<file path="src/rtl/jtag_pa.sv">
// Shared JTAG types and the TAP next-state function used by both the target and the host mirror.
package jtag_pa;

   typedef enum logic [3:0] {
      STATE_RESET,
      STATE_IDLE,
      STATE_SELECT_DR,
      STATE_CAPTURE_DR,
      STATE_SHIFT_DR,
      STATE_EXIT1_DR,
      STATE_PAUSE_DR,
      STATE_EXIT2_DR,
      STATE_UPDATE_DR,
      STATE_SELECT_IR,
      STATE_CAPTURE_IR,
      STATE_SHIFT_IR,
      STATE_EXIT1_IR,
      STATE_PAUSE_IR,
      STATE_EXIT2_IR,
      STATE_UPDATE_IR
   } ty_STATE_TAP_FSM;

   typedef enum logic [1:0] {
      OP_RESET    = 2'd0,
      OP_SHIFT_IR = 2'd1,
      OP_SHIFT_DR = 2'd2,
      OP_IDLE     = 2'd3
   } ty_HOST_OP;

   typedef enum logic [1:0] {
      HOST_INIT,
      HOST_READY,
      HOST_RUN,
      HOST_RSP
   } ty_STATE_HOST_FSM;

   // Standard IEEE 1149.1 TAP controller transition on a TCK rising edge.
   function automatic ty_STATE_TAP_FSM f_tapNextState(input ty_STATE_TAP_FSM state, input logic tms);
      f_tapNextState = state;
      case (state)
         STATE_RESET:      f_tapNextState = tms ? STATE_RESET      : STATE_IDLE;
         STATE_IDLE:       f_tapNextState = tms ? STATE_SELECT_DR  : STATE_IDLE;
         STATE_SELECT_DR:  f_tapNextState = tms ? STATE_SELECT_IR  : STATE_CAPTURE_DR;
         STATE_CAPTURE_DR: f_tapNextState = tms ? STATE_EXIT1_DR   : STATE_SHIFT_DR;
         STATE_SHIFT_DR:   f_tapNextState = tms ? STATE_EXIT1_DR   : STATE_SHIFT_DR;
         STATE_EXIT1_DR:   f_tapNextState = tms ? STATE_UPDATE_DR  : STATE_PAUSE_DR;
         STATE_PAUSE_DR:   f_tapNextState = tms ? STATE_EXIT2_DR   : STATE_PAUSE_DR;
         STATE_EXIT2_DR:   f_tapNextState = tms ? STATE_UPDATE_DR  : STATE_SHIFT_DR;
         STATE_UPDATE_DR:  f_tapNextState = tms ? STATE_SELECT_DR  : STATE_IDLE;
         STATE_SELECT_IR:  f_tapNextState = tms ? STATE_RESET      : STATE_CAPTURE_IR;
         STATE_CAPTURE_IR: f_tapNextState = tms ? STATE_EXIT1_IR   : STATE_SHIFT_IR;
         STATE_SHIFT_IR:   f_tapNextState = tms ? STATE_EXIT1_IR   : STATE_SHIFT_IR;
         STATE_EXIT1_IR:   f_tapNextState = tms ? STATE_UPDATE_IR  : STATE_PAUSE_IR;
         STATE_PAUSE_IR:   f_tapNextState = tms ? STATE_EXIT2_IR   : STATE_PAUSE_IR;
         STATE_EXIT2_IR:   f_tapNextState = tms ? STATE_UPDATE_IR  : STATE_SHIFT_IR;
         STATE_UPDATE_IR:  f_tapNextState = tms ? STATE_SELECT_DR  : STATE_IDLE;
      endcase
   endfunction

endpackage

</file>
<file path="src/rtl/jtag_host.sv">
// JTAG initiator: turns reset/IR/DR/idle commands into TMS/TDI sequences and returns captured TDO.
module jtag_host
   import jtag_pa::*;
#(
   parameter int unsigned DATA_W = 32,
   parameter int unsigned LEN_W  = $clog2(DATA_W + 1)
) (
   input  logic              i_tclk,
   input  logic              i_trst_n,
   input  logic              i_cmdValid,
   output logic              o_cmdReady,
   input  logic [1:0]        i_cmdOp,
   input  logic [LEN_W-1:0]  i_cmdLen,
   input  logic [DATA_W-1:0] i_cmdData,
   output logic              o_rspValid,
   input  logic              i_rspReady,
   output logic [DATA_W-1:0] o_rspData,
   output logic              o_tms,
   output logic              o_tdi,
   input  logic              i_tdo
);

   // Longest sequence is an IR shift: 4 lead-in steps + DATA_W + 2 trailing steps.
   localparam int unsigned STEP_W = $clog2(DATA_W + 7);

   ty_STATE_HOST_FSM  hostState_q;
   ty_STATE_TAP_FSM   mirror_q;
   ty_STATE_TAP_FSM   mirrorNext;
   ty_HOST_OP         op_q;
   ty_HOST_OP         cmdOp;
   logic [LEN_W-1:0]  len_q;
   logic [LEN_W-1:0]  cmdLenSat;
   logic [STEP_W-1:0] cmdTotal;
   logic [STEP_W-1:0] total_q;
   logic [STEP_W-1:0] step_q;
   logic [STEP_W-1:0] pre;
   logic [STEP_W-1:0] shiftEnd;
   logic [DATA_W-1:0] data_q;
   logic [LEN_W-1:0]  capIdx_q;
   logic              stepTms;
   logic              stepShift;
   logic              inShift;

   assign mirrorNext = f_tapNextState(mirror_q, o_tms);
   assign inShift    = (mirror_q == STATE_SHIFT_DR) || (mirror_q == STATE_SHIFT_IR);
   assign cmdLenSat  = (i_cmdLen > LEN_W'(DATA_W)) ? LEN_W'(DATA_W) : i_cmdLen;

   // Sequence length for the incoming command, counted from the accept edge.
   always_comb begin
      cmdOp    = ty_HOST_OP'(i_cmdOp);
      cmdTotal = STEP_W'(6);
      case (cmdOp)
         OP_SHIFT_IR: cmdTotal = STEP_W'(cmdLenSat) + STEP_W'(6);
         OP_SHIFT_DR: cmdTotal = STEP_W'(cmdLenSat) + STEP_W'(5);
         OP_IDLE:     cmdTotal = (cmdLenSat == '0) ? STEP_W'(1) : STEP_W'(cmdLenSat);
         default:     ;
      endcase
   end

   // TMS/TDI for step step_q; the capture step and the shift steps share the "last one exits" rule,
   // which makes a zero-length shift leave Capture straight for Exit1.
   always_comb begin
      stepTms   = 1'b0;
      stepShift = 1'b0;
      pre       = (op_q == OP_SHIFT_IR) ? STEP_W'(4) : STEP_W'(3);
      shiftEnd  = pre + STEP_W'(len_q);
      case (op_q)
         OP_RESET: stepTms = (step_q < STEP_W'(5));
         OP_IDLE:  ;
         default: begin
            if (step_q + STEP_W'(1) < pre) begin
               stepTms = (step_q == '0) || ((op_q == OP_SHIFT_IR) && (step_q == STEP_W'(1)));
            end else if (step_q < shiftEnd) begin
               stepTms   = (step_q + STEP_W'(1) == shiftEnd);
               stepShift = (step_q >= pre);
            end else begin
               stepTms = (step_q == shiftEnd);
            end
         end
      endcase
   end

   always_ff @(posedge i_tclk or negedge i_trst_n) begin
      if (!i_trst_n) begin
         hostState_q <= HOST_INIT;
         mirror_q    <= STATE_RESET;
         o_tms       <= 1'b1;
         o_tdi       <= 1'b0;
         o_cmdReady  <= 1'b0;
         o_rspValid  <= 1'b0;
         o_rspData   <= '0;
         op_q        <= OP_IDLE;
         len_q       <= '0;
         total_q     <= '0;
         step_q      <= '0;
         data_q      <= '0;
         capIdx_q    <= '0;
      end else begin
         mirror_q <= mirrorNext;

         if (inShift && (hostState_q == HOST_RUN)) begin
            o_rspData <= o_rspData | (DATA_W'(i_tdo) << capIdx_q);
            capIdx_q  <= capIdx_q + LEN_W'(1);
         end

         case (hostState_q)
            HOST_INIT: begin
               o_tms <= 1'b0;
               o_tdi <= 1'b0;
               if (mirrorNext == STATE_IDLE) begin
                  hostState_q <= HOST_READY;
                  o_cmdReady  <= 1'b1;
               end
            end

            HOST_READY: begin
               o_tms <= 1'b0;
               o_tdi <= 1'b0;
               if (i_cmdValid) begin
                  op_q        <= cmdOp;
                  len_q       <= cmdLenSat;
                  total_q     <= cmdTotal;
                  step_q      <= STEP_W'(1);
                  data_q      <= i_cmdData;
                  capIdx_q    <= '0;
                  o_rspData   <= '0;
                  o_tms       <= (cmdOp != OP_IDLE);
                  o_cmdReady  <= 1'b0;
                  hostState_q <= HOST_RUN;
               end
            end

            HOST_RUN: begin
               if (step_q == total_q) begin
                  hostState_q <= HOST_RSP;
                  o_rspValid  <= 1'b1;
                  o_tms       <= 1'b0;
                  o_tdi       <= 1'b0;
               end else begin
                  o_tms  <= stepTms;
                  o_tdi  <= stepShift & data_q[0];
                  step_q <= step_q + STEP_W'(1);
                  if (stepShift) begin
                     data_q <= data_q >> 1;
                  end
               end
            end

            HOST_RSP: begin
               o_tms <= 1'b0;
               o_tdi <= 1'b0;
               if (i_rspReady) begin
                  o_rspValid  <= 1'b0;
                  o_cmdReady  <= 1'b1;
                  hostState_q <= HOST_READY;
               end
            end
         endcase
      end
   end

endmodule

</file>
<file path="config.mk">
export PLATFORM = sky130hd
export DESIGN_NAME = jtag_host
export DESIGN_NICKNAME = d
export VERILOG_FILES = /design/src/rtl/jtag_pa.sv /design/src/rtl/jtag_host.sv
export SDC_FILE = /design/constraint.sdc
export NUM_CORES = 1
export LEC_CHECK = 0
export CELL_PAD_IN_SITES_DETAIL_PLACEMENT = 0
export CELL_PAD_IN_SITES_GLOBAL_PLACEMENT = 1
export CORE_ASPECT_RATIO = 1.4
export CORE_MARGIN = 4
export CORE_UTILIZATION = 40
export DETAILED_ROUTE_END_ITERATION = 12
export DONT_BUFFER_PORTS = 1
export PLACE_DENSITY_LB_ADDON = 0.05
export SETUP_SLACK_MARGIN = 0.3
export SLEW_MARGIN = 15
export SYNTH_ARGS = -nofsm -noshare
export SYNTH_HDL_FRONTEND = slang
export SYNTH_SLANG_ARGS = --single-unit
</file>
<file path="constraint.sdc">
create_clock -name i_tclk -period 4.7 [get_ports i_tclk]
set_input_delay 0.705 -clock i_tclk [delete_from_list [all_inputs] [get_ports i_tclk]]
set_output_delay 0.705 -clock i_tclk [all_outputs]
set_load 0.005 [all_outputs]
</file>
==> flow_summary.toml <==
[floorplan]
start_util_pct = 40.9
ios = 81
floorplan.core_area_um2 = 14000
dieWidth_um = 109
chipHeight_um = 149
fp.dieArea_um2 = 16300
placementRows = 51

[worst_setup_path]
setup_crit_end_kind = "flop"
worst-path-buf-inv = 3
critical_path.reg2reg.startpoint = "op_q[1]"
worstPathCellList = "inv_1, ha_1, inv_1, ha_1, ha_1, o2bb2ai_1, a211oi_1, xnor2_1, ha_1, a21o_1, a21o_1, nor4b_4, a41o_1, buf_4, o221a_2"
critPathMostFrequentCell = "ha_1"
timing.critical_path.arrival_ps = 4240
critical_path.slowest_cell = "dfstp_2"
critical_path.max_fanout = 32
r2r_end = "data_q[4]"
worstSetupStartpoint = "op_q[1]"
critical_path_cell_count = 15
worstRegToRegCells = 15
worst_ep_required_time_ps = 4990
critical_path.top_delay_family = "compound AO/OA/AOI/OAI gates"
timing.setup.critical_path_class = "flop to flop"
timing.reg2reg.setup_slack_ps = 750
critical-path-max-stage-delay_ps = 510
cp-start-kind = "flop"
end_point_of_the_critical_path = "data_q[4]"

[clocking]
clockRootBuffer = "clkbuf_16"
htree_num_levels = 3
buffers_inserted_during_post_cts_setup_optimization = 0
post_cts_resized = 0
clock_insertion_delay_at_the_later_pin_of_the_skew_report_ps = 350
cts_tree = "built"
clock_pin_slew_of_the_registers_on_the_worst_case_setup_and_hold_paths_ps = 70
cts-hold-fix-buffers = 0
cts_buffers = 9
clock-sinks = 100
buffer_levels_on_the_longest_clock_path = 2

[placed_design]
post-dp-hpwl_mm = 9.88
port-buffer-count = 0
gp_routability_congestion = 0.839

[routing]
antenna_violating_nets_post_route = 0
detailroute.via_count = 4378
mean_number_of_vias_per_cell = 5.78
drcViolationCount = 0
postRouteWirelength_mm = 14.0
routedWlPerCell_um = 18.4
drt_first_iter_violations = 245
drt-pass1-iter-count = 4

[finish]
num-fill-cells = 1332
area_growth_syn_to_layout_pct = 6.63
final_common_cell = "dfrtp_1"
post_route_cells_drive_above_1_share_pct = 11.2
multiInputGateArea_um2 = 2920
most-common-layout-cells = "97 x dfrtp_1, 65 x nor2_1, 54 x a21oi_1"
design.final.nets = 641
area.sequential_um2 = 2510

[grt]
grt_antenna_before_repair = 1
first_global_vias = 4267
grt_pass1_wl_mm = 22.8
maximum_number_of_pins_on_one_net_before_global_route_repair = 101
overflow = 0
grt_use_total_pct = 17.7

[synthesis]
synth.avg_cell_area_um2 = 9.64
yosysTopAreaCell = "dfrtp_1"
synth_sequential_area_ratio_pct = 43.8
post_synth_main_area_contributors = "dfrtp_1 42%, ha_1 6.3%, o221a_2 6.1%, a21oi_1 4.7%, nor2_1 4.3%"
netlist_area_um2 = 5720
yosysUniqueCellTypes = 60
ys_seq_elements = 100
cell_count_after_synthesis = 593
dominantRegCellSynth = "dfrtp_1"
synth_fp_nets = 667
yosysWarnings = 0
yosys.area.top_type_share_pct = 42.5
postSynth.asyncResetShare_pct = 100
edff_count_synth = 0

[sta]
setup-violations-final = 0
finClkSkew_ps = 6.72
timing.max_slew.rel_slack_pct = 46.4
final_period_util_pct = 84.1
final_period_minus_worst_setup_slack_ps = 3950
tightest_slew_ps = 799
final-hold-violation-count = 0
timing.final.max_slew_violations = 0
setup_repair_after_global_routing_missed_its_margin = "no"
fmax_mhz = 253
setup_tns_ps = 0

[power_and_ir_drop]
worst_ir_drop_on_vdd_v = 0.000308
power_density_nw_per_um2 = 682
leakage_nw = 2.62
fin_total_pwr_mw = 4.16

[run_status]
run_status = "complete, no violations"

[job]
cap_viol_max_count = 0

[hold_path]
hold_path_class = "primary input to async pin"
==> cell usage after synthesis (2+ instances only) <==
library cell / count
o221a_2: 31
o21a_1: 4
a21o_1: 5
o21ai_0: 23
buf_6: 4
nor2_1: 65
a31oi_1: 6
buf_2: 8
ha_1: 29
a211oi_1: 5
mux2_2: 3
o211ai_1: 2
xnor2_1: 19
o31ai_1: 2
a22oi_1: 3
a41o_1: 2
and3_1: 3
a21oi_1: 54
or3_1: 33
o21ai_1: 2
nand2_1: 34
nor2b_1: 10
and2_1: 5
nand4_1: 6
nor3b_1: 6
nand3b_1: 3
clkbuf_1: 26
dfstp_2: 3
inv_1: 21
nand3_1: 9
nand2b_1: 14
nor4b_1: 2
a221oi_1: 2
o2bb2ai_1: 2
buf_4: 3
nor3_1: 13
o221ai_1: 5
dfrtp_1: 97
xor2_1: 8
==> metal layers <==
metal | vias up | wire length [um] | track usage, %
met5 | - | 13 | 0
met1 | 2184 | 5910 | 22.9
met4 | 2 | 257 | 5.69
li1 | 2083 | - | -
met2 | 91 | 6970 | 29.2
met3 | 18 | 797 | 4.23
==> sequential cells by signal, summed over array words and instances (netlist names) <==
| signal | cells |
|---|---|
| o_tdi | 1 |
| data_q | 32 |
| hostState_q | 2 |
| mirror_q | 4 |
| capIdx_q | 6 |
| o_tms | 1 |
| op_q | 2 |
| o_rspData | 32 |
| o_rspValid | 1 |
| total_q | 6 |
| step_q | 6 |
| o_cmdReady | 1 |
| len_q | 6 |
==> metrics by stage <==
| step | utilization (%) | std cells | instance area (um2) | hold slack [ps] | setup WS, ps |
|---|---|---|---|---|---|
| final | 43.6 | 758 | 6100 | 47.2 | 748 |
| after global routing | 43.6 | 757 | 6090 | 25.1 | 378 |
| after CTS | 43.6 | 757 | 6090 | 26.5 | 739 |
| after detailed placement | 41.3 | 741 | 5780 | 412 | 752 |
| after global placement | 41.3 | 741 | 5780 | 412 | 882 |
| after floorplan | - | 593 | 5720 | 409 | 1120 |
==> logic make-up after synthesis <==
kind of cell	count (synthesis)	share of synthesized area, %
muxes	4	0.766
AOI/OAI and AO/OA	154	19.3
DFF	100	43.8
and+or+nand+nor	214	19.7
buffers and inverters	63	5.06
xor gates and xnor gates	29	4.95
adders and majority gates	29	6.35
==> power by group <==
| group | internal, mW | total, mW | switching, mW |
|---|---|---|---|
| registers | 1.14 | 1.43 | 0.293 |
| clock network | 0.427 | 0.779 | 0.352 |
| logic | 0.938 | 1.95 | 1.01 |
| total | 2.50 | 4.16 | 1.66 |
==> worst min path at each step <==
| stage | from | end |
|---|---|---|
| floorplan | i_trst_n | capIdx_q[0] |
| global placement | i_trst_n | o_rspData[22] |
| detailed placement | i_trst_n | o_rspData[6] |
| CTS | i_trst_n | o_rspData[6] |
| global route | i_trst_n | o_rspData[6] |
| finish | i_trst_n | o_rspData[6] |
==> area by class of cell <==
type                            count  share of cell area [%]
Timing Repair Buffer                5                   0.616
Clock buffer                        9                    3.69
Tap cell                          185                    3.80
Antenna cell                        1                  0.0411
Clock inverter                      7                    1.52
Multi-Input combinational cell    430                    47.9
Sequential cell                   100                    41.1
Inverter                           21                    1.29
Note: power is estimated with default switching activity, not from simulation.
